`src/rtl/restoring_divider.sv`:
```
`default_nettype none
// ============================================================================
//  Module   : restoring_divider
//  Purpose  : Sequential unsigned restoring divider. Accepts a dividend and a
//             divisor on a start pulse. Produces one quotient bit every two
//             clock cycles (SHIFT, then SUBTEST). Reports quotient,
//             remainder and a divide-by-zero flag, with a one-cycle done
//             pulse.
//  Ports    :
//      clk          - system clock, rising edge
//      rst          - asynchronous, active-low reset
//      start        - division request, sampled only while idle
//      dividend     - unsigned dividend, captured in LOAD
//      divisor      - unsigned divisor, captured in LOAD
//      quotient     - registered quotient (all ones on divide by zero)
//      remainder    - registered remainder (dividend on divide by zero)
//      div_by_zero  - registered flag, captured divisor was zero
//      busy         - high in every state except IDLE
//      done         - one-cycle pulse in the DONE state
//  Revision : 1.0 - initial release
// ============================================================================
module restoring_divider #(
    parameter int WIDTH = 4
) (
    input  logic             clk,
    input  logic             rst,
    input  logic             start,
    input  logic [WIDTH-1:0] dividend,
    input  logic [WIDTH-1:0] divisor,
    output logic [WIDTH-1:0] quotient,
    output logic [WIDTH-1:0] remainder,
    output logic             div_by_zero,
    output logic             busy,
    output logic             done
);

    localparam int CNT_W = $clog2(WIDTH + 1);

    typedef enum logic [2:0] {
        S_IDLE    = 3'd0,
        S_LOAD    = 3'd1,
        S_SHIFT   = 3'd2,
        S_SUBTEST = 3'd3,
        S_DONE    = 3'd4
    } state_t;

    state_t             state_q,     state_d;
    logic [WIDTH:0]     a_q,         a_d;
    logic [WIDTH-1:0]   q_q,         q_d;
    logic [WIDTH-1:0]   m_q,         m_d;
    logic [CNT_W-1:0]   cnt_q,       cnt_d;
    logic [WIDTH-1:0]   quotient_q,  quotient_d;
    logic [WIDTH-1:0]   remainder_q, remainder_d;
    logic               dbz_q,       dbz_d;
    logic               busy_q,      busy_d;
    logic               done_q,      done_d;

    // Trial subtraction. The shifted partial remainder is always below 2*M,
    // so a negative result is always visible in the extra top bit.
    logic [WIDTH:0]     w_trial;
    assign w_trial = a_q - {1'b0, m_q};

    always_comb begin
        state_d     = state_q;
        a_d         = a_q;
        q_d         = q_q;
        m_d         = m_q;
        cnt_d       = cnt_q;
        quotient_d  = quotient_q;
        remainder_d = remainder_q;
        dbz_d       = dbz_q;

        case (state_q)
            S_IDLE: begin
                if (start) begin
                    state_d = S_LOAD;
                end
            end
            S_LOAD: begin
                a_d   = '0;
                q_d   = dividend;
                m_d   = divisor;
                cnt_d = CNT_W'(WIDTH);
                dbz_d = 1'b0;
                if (divisor == '0) begin
                    dbz_d       = 1'b1;
                    quotient_d  = '1;
                    remainder_d = dividend;
                    state_d     = S_DONE;
                end else begin
                    state_d = S_SHIFT;
                end
            end
            S_SHIFT: begin
                // {A,Q} shifted left as one register, zero into the Q LSB.
                {a_d, q_d} = {a_q[WIDTH-1:0], q_q, 1'b0};
                state_d    = S_SUBTEST;
            end
            S_SUBTEST: begin
                if (w_trial[WIDTH]) begin
                    // Negative: keep A as it is (restore), quotient bit 0.
                    q_d = {q_q[WIDTH-1:1], 1'b0};
                end else begin
                    a_d = w_trial;
                    q_d = {q_q[WIDTH-1:1], 1'b1};
                end
                cnt_d = cnt_q - CNT_W'(1);
                if (cnt_q == CNT_W'(1)) begin
                    // Last bit: publish the freshly updated Q/A directly.
                    quotient_d  = q_d;
                    remainder_d = a_d[WIDTH-1:0];
                    state_d     = S_DONE;
                end else begin
                    state_d = S_SHIFT;
                end
            end
            S_DONE: begin
                state_d = S_IDLE;
            end
            default: begin
                state_d = S_IDLE;
            end
        endcase

        // Status outputs are registered from the next state so they line up
        // with the state they describe.
        busy_d = (state_d != S_IDLE);
        done_d = (state_d == S_DONE);
    end

    always_ff @(posedge clk or negedge rst) begin
        if (!rst) begin
            state_q     <= S_IDLE;
            a_q         <= '0;
            q_q         <= '0;
            m_q         <= '0;
            cnt_q       <= '0;
            quotient_q  <= '0;
            remainder_q <= '0;
            dbz_q       <= 1'b0;
            busy_q      <= 1'b0;
            done_q      <= 1'b0;
        end else begin
            state_q     <= state_d;
            a_q         <= a_d;
            q_q         <= q_d;
            m_q         <= m_d;
            cnt_q       <= cnt_d;
            quotient_q  <= quotient_d;
            remainder_q <= remainder_d;
            dbz_q       <= dbz_d;
            busy_q      <= busy_d;
            done_q      <= done_d;
        end
    end

    assign quotient    = quotient_q;
    assign remainder   = remainder_q;
    assign div_by_zero = dbz_q;
    assign busy        = busy_q;
    assign done        = done_q;

endmodule
`default_nettype wire

```
`config.mk`:
```
export PLATFORM = sky130hd
export DESIGN_NAME = restoring_divider
export DESIGN_NICKNAME = d
export VERILOG_FILES = /design/src/rtl/restoring_divider.sv
export SDC_FILE = /design/constraint.sdc
export NUM_CORES = 1
export LEC_CHECK = 0
export BUFFER_PORTS_ARGS = -buffer_cell sky130_fd_sc_hd__buf_4
export CAP_MARGIN = 20
export CORE_MARGIN = 1.5
export CORE_UTILIZATION = 55
export CTS_CLUSTER_DIAMETER = 40
export CTS_CLUSTER_SIZE = 20
export DETAILED_ROUTE_END_ITERATION = 12
export GPL_TIMING_DRIVEN = 0
export PLACE_DENSITY = 0.87
export SYNTH_ARGS = -nofsm -noshare
export SYNTH_HDL_FRONTEND = slang
export SYNTH_SLANG_ARGS = --single-unit
```
`constraint.sdc`:
```
create_clock -name clk -period 4.7 [get_ports clk]
set_input_delay 0.705 -clock clk [delete_from_list [all_inputs] [get_ports clk]]
set_output_delay 0.705 -clock clk [all_outputs]
set_load 0.05 [all_outputs]
```
==> results of run 1 <==
==> power by group through the flow <==
stage / combinational (W) / sequential [W] / clock (W)
2_1_floorplan: 0.000625 / 0.000577 / 0
3_3_place_gp: 0.000929 / 0.000456 / 0
3_5_place_dp: 0.000967 / 0.000464 / 0
4_1_cts: 0.000974 / 0.000459 / 0.000209
5_1_grt: 0.00106 / 0.000475 / 0.000223
6_report: 0.000973 / 0.000460 / 0.000206
==> sequential cells by signal (all words and copies together), names as in the netlist <==
| name | flops |
|---|---|
| cnt_q | 3 |
| busy | 1 |
| m_q | 4 |
| div_by_zero | 1 |
| remainder | 4 |
| a_q | 5 |
| quotient | 4 |
| state_q | 3 |
| q_q | 4 |
| done | 1 |
==> metal layers <==
metal	vias to the layer above	global-route usage, %
met5	-	0
met4	0	10.7
met3	9	5.27
met2	62	39.0
met1	672	29.5
li1	684	-
==> cell families after synthesis <==
family | synth area share [%]
adder cells (fa/ha/maj) | 5.55
AND/OR/NAND/NOR | 19.4
flip-flops | 43.8
buffers and inverters | 6.93
AO/OA/AOI/OAI | 23.1
multiplexers | 0.657
XOR/XNOR | 0.511
==> synth_stat cells, drive strengths merged <==
| library cell | instances | area, sq um |
|---|---|---|
| fa | 1 | 20.0 |
| nor2 | 13 | 51.3 |
| nand3b | 3 | 22.5 |
| a21boi | 1 | 7.51 |
| dfrtp | 30 | 751 |
| o21a | 1 | 7.51 |
| clkbuf | 2 | 7.51 |
| nor3 | 2 | 10.0 |
| a211oi | 2 | 20.0 |
| o22ai | 8 | 50.1 |
| and3 | 1 | 11.3 |
| nor2b | 2 | 20.0 |
| or3 | 1 | 6.26 |
| a21oi | 10 | 57.6 |
| inv | 16 | 60.1 |
| or2 | 1 | 8.76 |
| buf | 6 | 51.3 |
| o221ai | 3 | 26.3 |
| o211ai | 2 | 20.0 |
| ha | 6 | 75.1 |
| nor4 | 3 | 46.3 |
| nand2b | 2 | 12.5 |
| mux2 | 1 | 11.3 |
| nor4b | 1 | 15.0 |
| and2 | 1 | 6.26 |
| xor2 | 1 | 8.76 |
| nand3 | 2 | 15.0 |
| nand2 | 17 | 73.8 |
| a22oi | 5 | 37.5 |
| nor3b | 3 | 33.8 |
| o21ai | 19 | 106 |
| a31oi | 8 | 56.3 |
| o31ai | 1 | 7.51 |
==> cell type report <==
cell class	count	area [sq um]
Fill cell	249	1010
Multi-Input combinational cell	121	845
Sequential cell	30	751
Timing Repair Buffer	21	158
Inverter	16	60.1
Buffer	8	58.8
Clock buffer	6	41.3
Tap cell	33	41.3
Clock inverter	2	37.5
==> per-stage QoR <==
stage	total power (W)	hold WS (ns)	utilization, %	setup slack [ns]
6_report	0.00164	0.272	66.3	2.51
5_1_grt	0.00176	0.287	66.3	2.40
4_1_cts	0.00164	0.282	66.3	2.52
3_5_place_dp	0.00143	0.468	63.7	2.53
3_3_place_gp	0.00138	0.465	63.7	2.59
2_1_floorplan	0.00120	0.409	-	2.74
==> worst min-delay path by stage <==
stage	start	end	slack [ns]
after floorplan	rst	a_q[0]	0.41
after global placement	cnt_q[1]	cnt_q[1]	0.46
after detailed placement	cnt_q[1]	cnt_q[1]	0.47
after CTS	rst	q_q[0]	0.28
after global routing	rst	a_q[1]	0.29
final	rst	a_q[1]	0.27
==> results.cfg, run 1 <==
[status]
status = completed

[worst_setup_path]
r2r-end = a_q[0]
worst_path_largest_cell_delay_ns = 0.43
cp.depth = 9
critPathCaptureType = flip-flop
required_ns = 4.91
worstSetupPathType = reg -> reg
crit_chain = inv_1 -> ha_1 -> inv_1 -> fa_1 -> nand3_2 -> and2_1 -> nor4_2 -> nor3_1 -> o221ai_1
crit_family = simple AND/OR/NAND/NOR gates
timing.rr.start = a_q[0]
crit_path_end = a_q[0]
ff2ff_path_depth = 9
crit_path_start = a_q[0]
crit_slowest_cell = dfrtp_1
cpMostUsedCell = inv_1
reg2reg_slack_ns = 2.51
cp_max_fo = 4
cp.arrival_ns = 2.40
cp_num_buf_inv = 2
crit_path_start_kind = flip-flop

[yosys]
ys_seq_area_share_pct = 43.8
netlist_area_sq_um = 1710
synth_cells = 175
synth_cell_types = 48
synth.avg_cell_area_sq_um = 9.80
yosys_warnings = 0
synth_nets = 193
synth-seq-cells = 30

[placed_design]
portBuffers = 21
gp_congestion = 0.850
placed_area_sq_um = 1910
place_inst = 229
dp_hpwl_um = 2750

[clock_tree]
worstSkewPairLatency_ns = 0.34
holdBufCountCts = 0
postCtsSetupBuffers = 0
path_clk_slew_ns = 0.11
cts_sinks = 30
cts-root-buf = clkbuf_4
cts_resized = 0
cts_buffer_depth = 2
cts_inserted_buffers = 5
htreeDepth = 2
cts_tree = built

[drt]
drt_first_pass_iters = 5
post_drt_wl_per_cell_um = 15.6
finalWirelength_um = 3710
detail-route-antenna-nets = 0
drc_errors = 0
vias = 1427
viasPerCell = 6.02
wl_met2_um = 1820
dr.first_iter.drc_count = 82
wl_met3_um = 289
wl_met1_um = 1560
top_layer = met4

[timing]
finalSetupViolCount = 0
slew_viol_final = 0
setup_tns_ns = 0
layout_min_cycle_time_ns = 2.19
fin_worst_skew_ns = 0.0186
timing.fmax_mhz = 457
slew_headroom_pct = 69.3
period_share_pct = 46.5
finalHoldViolCount = 0
rsz0062_at_grt = false
worst_pin_slew_ns = 0.460

[finish]
stdcell_count = 237
final_cell_area_sq_um = 1990
final_common_cell = dfrtp_1
n_antenna_cell = 0
layout_common_cells = dfrtp_1 (30), buf_4 (21), o21ai_0 (18)
finalNetCount = 221
layout-drive-gt1-share_pct = 25.5
syn_to_final_growth_pct = 16.2

[floorplan]
die_area_sq_um = 3460
num_io_pins = 22
fp.dieW_um = 58.8
die_h_um = 58.8
rows = 20
floorplan.initialDensity_pct = 57.1
core-area_sq_um = 3000

[power]
power.internal_w = 0.000861
power_frac_comb_pct = 59.4
p_sw_w = 0.000778
peakVddDrop_v = 0.000546
switching_share_pct = 47.4
clockPowerShare_pct = 12.6
seq_power_share_pct = 28.1
p_leak_nw = 0.867
p_per_area_nw_per_um2 = 823

[global_route]
antenna_found_initial = 0
grt_pass1_vias = 1365
grt_pass1_wl_um = 6080
grt-ovfl-total = 0
grt_usage_pct = 23.6
grt_max_degree = 31

[worst_hold_path]
hold_path_class = in -> async

[run]
drv_cap = 0
No activity file was read; power rests on OpenSTA's default activity.
==> run 2, diff against run 1 <==
--- a/config.mk
+++ b/config.mk
@@ -8,12 +8,12 @@
 export BUFFER_PORTS_ARGS = -buffer_cell sky130_fd_sc_hd__buf_4
 export CAP_MARGIN = 20
 export CORE_MARGIN = 1.5
-export CORE_UTILIZATION = 55
+export CORE_UTILIZATION = 51
 export CTS_CLUSTER_DIAMETER = 40
 export CTS_CLUSTER_SIZE = 20
 export DETAILED_ROUTE_END_ITERATION = 12
 export GPL_TIMING_DRIVEN = 0
-export PLACE_DENSITY = 0.87
+export PLACE_DENSITY = 0.85
 export SYNTH_ARGS = -nofsm -noshare
 export SYNTH_HDL_FRONTEND = slang
 export SYNTH_SLANG_ARGS = --single-unit
==> constraint.sdc (replaced) <==
create_clock -name clk -period 1.8 [get_ports clk]
set_input_delay 0.27 -clock clk [delete_from_list [all_inputs] [get_ports clk]]
set_output_delay 0.27 -clock clk [all_outputs]
set_load 0.05 [all_outputs]
==> run 2 against run 1 <==
  * The run now ends with negative setup slack left
  * Flip-flop and latch count unchanged
  * Count of clock-buffer cells in the layout increased by 1
  * Critical path depth unchanged
  * Clock power increased by 78%
==> results.cfg, run 2 (same netlist as run 1, synthesis figures left out) <==
[worst_setup_path]
critPathCaptureType = flip-flop
worst_path_largest_cell_delay_ns = 0.40
worstSetupPathType = reg -> reg
cpMostUsedCell = inv_2
crit_slowest_cell = dfrtp_1
required_ns = 2.01
crit_path_start_kind = flip-flop
cp_max_fo = 5
cp.arrival_ns = 2.14
crit_chain = inv_2 -> ha_4 -> inv_2 -> fa_2 -> nand3_4 -> a21oi_4 -> or2_4 -> o211ai_4 -> o221ai_2

[timing]
finalHoldViolCount = 0
slew_viol_final = 0
finalWorstSetupSlack_ns = -0.130
timing.hold.ws_ns = 0.174
slew_headroom_pct = 66.3
fin_worst_skew_ns = 0.0125
timing.fmax_mhz = 518
worst_pin_slew_ns = 0.506
layout_min_cycle_time_ns = 1.93
rsz0062_at_grt = true
setup_tns_ns = -0.686
finalSetupViolCount = 10
period_share_pct = 107

[floorplan]
floorplan.initialDensity_pct = 54.8
die_area_sq_um = 3720
rows = 20
num_io_pins = 22
fp.dieW_um = 61.0
die_h_um = 61.0
core-area_sq_um = 3130

[finish]
syn_to_final_growth_pct = 24.4
n_antenna_cell = 0
utilization_pct = 68.2
finalNetCount = 229
fillers = 239
regMostFlops = a_q
layout-drive-gt1-share_pct = 32.7
final_cell_area_sq_um = 2130
final_common_cell = dfrtp_1
layout_common_cells = dfrtp_1 (30), buf_4 (28), o21ai_0 (15), nand2_1 (15), inv_1 (14)
largest_reg_flops = 5

[clock_tree]
htreeDepth = 2
path_clk_slew_ns = 0.10
cts_sinks = 30
worstSkewPairLatency_ns = 0.34
cts-root-buf = clkbuf_4
cts_buffer_depth = 2
cts_tree = built
cts_inserted_buffers = 5

[global_route]
grt-ovfl-total = 0
antenna_found_initial = 0
grt_usage_pct = 24.8
grt_pass1_vias = 1430
grt_pass1_wl_um = 6580
grt_max_degree = 31

[power]
p_leak_nw = 0.904
switching_share_pct = 48.8
p_per_area_nw_per_um2 = 2190
power_frac_comb_pct = 66.3
clockPowerShare_pct = 7.8
seq_power_share_pct = 25.8
power.internal_w = 0.00240
p_sw_w = 0.00228
peakVddDrop_v = 0.000852

[drt]
dr.first_iter.drc_count = 71
drc_errors = 0
post_drt_wl_per_cell_um = 16.0
vias = 1477
viasPerCell = 5.79
detail-route-antenna-nets = 0
finalWirelength_um = 4090
drt_first_pass_iters = 4

[placed_design]
post-place-ws_ns = -0.232
placed_area_sq_um = 1960
portBuffers = 21
dp_hpwl_um = 2900
gp_congestion = 0.882

[worst_hold_path]
hold_path_class = in -> reg

[status]
violations = negative setup slack
status = complete, but fails checks

[run]
drv_cap = 0
-- run 2: cell types whose count changed in the layout (fill, tap and decap cells not counted), sizes merged --
cell	delta
clkbuf	+1
bufinv	-1
clkinvlp	-1
dlygate4sd3	+1
buf	+7
-- run 2: final timing paths --
path / from / end / cells after the start / slack (ns)
setup / recovery: a_q[0] / a_q[2] / 9 / -0.13
hold / removal: divisor[1] / m_q[1] / 3 / 0.17
setup reg to reg: a_q[0] / a_q[2] / 9 / -0.13
hold reg to reg: cnt_q[1] / cnt_q[1] / 2 / 0.50
max in group asynchronous: rst / remainder[2] / 2 / 1.11
min in group asynchronous: rst / a_q[2] / 2 / 0.40
-- run 2: worst max-delay path, delay by kind of cell (launching register included) --
kind | cells | cell delay (ns)
AOI/OAI and AO/OA | 3 | 0.40
DFF | 1 | 0.40
and+or+nand+nor | 2 | 0.39
buffers and inverters | 2 | 0.12
adders and majority gates | 2 | 0.50
-- run 2: final cells by class --
| class | count | area (sq um) | share of cell area, % |
|---|---|---|---|
| Clock buffer | 7 | 45.0 | 2.11 |
| Inverter | 16 | 60.1 | 2.82 |
| Sequential cell | 30 | 751 | 35.2 |
| Multi-Input combinational cell | 121 | 941 | 44.1 |
| Buffer | 8 | 60.1 | 2.82 |
| Timing Repair Buffer | 29 | 220 | 10.3 |
| Tap cell | 44 | 55.1 | 2.58 |
-- run 2: metal layers --
metal	vias up	GRT usage [%]	part of all wire, %
met4	0	10.6	2.3
met2	47	40.9	54
met5	-	0	0
met3	9	7.68	5.3
li1	695	-	-
met1	726	29.9	39
-- run 2: power by group through the flow --
stage | registers, W | clock network [W] | logic, W
5_1_grt | 0.00124 | 0.000402 | 0.00335
3_5_place_dp | 0.00122 | 0 | 0.00266
4_1_cts | 0.00121 | 0.000378 | 0.00286
6_report | 0.00121 | 0.000367 | 0.00310
3_3_place_gp | 0.00120 | 0 | 0.00253
2_1_floorplan | 0.00151 | 0 | 0.00172
-- run 2: repair_timing --
item | CTS | global route
setup buffers | 4 | 3
setup endpoints to repair | 10 | 13
hold buffers | 1 | 0
pin swaps | 9 | 4
gates resized for setup | 6 | 9
endpoints found under the hold margin | 30 | 0
-- run 2: stage by stage --
| step | total power [W] | std cells |
|---|---|---|
| 6_report | 0.00468 | 255 |
| 4_1_cts | 0.00445 | 252 |
| 2_1_floorplan | 0.00323 | 175 |
| 3_5_place_dp | 0.00388 | 240 |
| 5_1_grt | 0.00499 | 255 |
| 3_3_place_gp | 0.00373 | 240 |
==> run 3, diff against run 2 <==
--- a/config.mk
+++ b/config.mk
@@ -8,12 +8,12 @@
 export BUFFER_PORTS_ARGS = -buffer_cell sky130_fd_sc_hd__buf_4
 export CAP_MARGIN = 20
 export CORE_MARGIN = 1.5
-export CORE_UTILIZATION = 51
+export CORE_UTILIZATION = 40
 export CTS_CLUSTER_DIAMETER = 40
 export CTS_CLUSTER_SIZE = 20
 export DETAILED_ROUTE_END_ITERATION = 12
 export GPL_TIMING_DRIVEN = 0
-export PLACE_DENSITY = 0.85
+export PLACE_DENSITY = 0.68
 export SYNTH_ARGS = -nofsm -noshare
 export SYNTH_HDL_FRONTEND = slang
 export SYNTH_SLANG_ARGS = --single-unit
==> run 3 against run 2 <==
  * The flow still finishes with violations (negative setup slack)
  * Critical path type unchanged
  * Sequential power is essentially flat
  * Setup slack improved by 0.035 ns
  * Sequential share of layout area is 0.45 points lower
  * Worst hold slack improved by 0.036 ns
  * Flip-flop and latch count stayed put
  * Final cell count rose by 2.4%
  * Highest routed layer unchanged
  * Wire length shrank 7.0%
  * Count of clock-buffer cells in the layout decreased by 1
  * Critical endpoint unchanged
  * Maximum frequency grew 1.9%
  * Largest power group unchanged
==> results.cfg, run 3 (same netlist as run 1, synthesis figures left out) <==
[floorplan]
num_io_pins = 22
core-area_sq_um = 4060
die_h_um = 68.5
floorplan.initialDensity_pct = 42.2
rows = 23
fp.dieW_um = 68.5
die_area_sq_um = 4690

[global_route]
grt_max_degree = 31
grt-ovfl-total = 0
grt_pass1_wl_um = 6430
grt_usage_pct = 19.3
grt_pass1_vias = 1349
antenna_found_initial = 0

[power]
switching_share_pct = 46.8
clockPowerShare_pct = 12.1
p_per_area_nw_per_um2 = 2180
power_frac_comb_pct = 62.3
p_sw_w = 0.00220
p_leak_nw = 0.912
peakVddDrop_v = 0.000758
power.internal_w = 0.00250
seq_power_share_pct = 25.6

[finish]
finalNetCount = 228
regMostFlops = a_q
n_antenna_cell = 0
layout_common_cells = dfrtp_1 (30), buf_4 (27), o21ai_0 (16)
layout-drive-gt1-share_pct = 31.8
syn_to_final_growth_pct = 26.0
largest_reg_flops = 5
final_common_cell = dfrtp_1

[drt]
detail-route-antenna-nets = 0
drt_first_pass_iters = 4
viasPerCell = 5.42
drc_errors = 0
vias = 1414
dr.first_iter.drc_count = 90
post_drt_wl_per_cell_um = 14.6
finalWirelength_um = 3800

[clock_tree]
path_clk_slew_ns = 0.07
cts_tree = built
worstSkewPairLatency_ns = 0.29
cts_sinks = 30
cts_inserted_buffers = 5
cts_buffer_depth = 2
cts-root-buf = clkbuf_8
htreeDepth = 2

[worst_setup_path]
crit_slowest_cell = dfrtp_1
critPathCaptureType = flip-flop
cp.arrival_ns = 2.05
cp_num_buf_inv = 2
crit_chain = inv_2 -> ha_4 -> inv_2 -> fa_2 -> nand3_4 -> a21oi_4 -> or2_4 -> o211ai_4 -> o221ai_1
crit_family = adder cells
cp_max_fo = 5
worstSetupPathType = reg -> reg
worst_path_largest_cell_delay_ns = 0.39
crit_path_start_kind = flip-flop
required_ns = 1.95
cpMostUsedCell = inv_2

[timing]
finalHoldViolCount = 0
slew_viol_final = 0
layout_min_cycle_time_ns = 1.89
period_share_pct = 105
setup_tns_ns = -0.288
worst_pin_slew_ns = 0.467
timing.fmax_mhz = 528
fin_worst_skew_ns = 0.00663
finalSetupViolCount = 8
slew_headroom_pct = 68.9
timing.hold.ws_ns = 0.210
rsz0062_at_grt = true
finalWorstSetupSlack_ns = -0.0945

[placed_design]
portBuffers = 21
gp_congestion = 0.829
dp_hpwl_um = 2710

[status]
violations = negative setup slack
status = complete, but fails checks

[worst_hold_path]
hold_path_class = in -> reg

[run]
drv_cap = 0
run 3: what timing repair did:
action / in CTS / in global routing
resized for setup: 5 / 3
setup endpoints to repair: 9 / 10
hold buffers: 1 / 0
buffers inserted: 5 / 1
hold endpoints to repair: 30 / 0
pin swaps: 7 / 3
run 3: layer usage:
layer  routed length [um]  track usage (%)
met1                 1880             26.7
met2                 1670             28.4
met3                  221             6.74
met4                   26             5.25
met5                    0                0
run 3: per-stage QoR:
step                      cell area, sq um  std cells  util [%]  setup slack (ns)  total power (W)
after floorplan                       1740        175         -           -0.0402          0.00323
after global placement                1960        246      48.4            -0.183          0.00379
after detailed placement              1960        246      48.4            -0.205          0.00384
after CTS                             2140        260      52.7            -0.119          0.00464
after global routing                  2160        261      53.2            -0.169          0.00512
final                                 2160        261      53.2           -0.0945          0.00470
run 3: path summary, 6_finish.rpt:
check                           start           end  slack (ns)  cells after the start
min in group asynchronous         rst        m_q[1]        0.44                      2
max in group asynchronous         rst  remainder[2]        1.07                      2
max reg2reg                    a_q[0]        a_q[2]       -0.09                      9
min reg2reg                  cnt_q[1]      cnt_q[1]        0.48                      2
min                        divisor[2]        m_q[2]        0.21                      3
max                            a_q[0]        a_q[2]       -0.09                      9
run 3: tightest hold or removal path: cells and delay by family:
| family | cells | cell delay [ns] |
|---|---|---|
| AOI/OAI and AO/OA | 1 | 0.06 |
| buffers and inverters | 1 | 0.10 |
| and+or+nand+nor | 1 | 0.04 |
run 3: final cells by class:
class                   instances  area, sq um
flip-flops and latches         30          751
repair buffers                 28          213
clock buffers                   6         82.6
multi-input cells             121          920
clock inverters                 2         12.5
plain buffers                   8         58.8
inverters                      16         60.1
fillers                       374         1900
well taps                      50         62.6
run 3: power groups by stage:
stage	Sequential [W]	Combinational, W	Clock, W
floorplan	0.00151	0.00172	0
global placement	0.00121	0.00258	0
detailed placement	0.00122	0.00262	0
CTS	0.00120	0.00285	0.000590
global route	0.00125	0.00324	0.000628
finish	0.00120	0.00293	0.000567
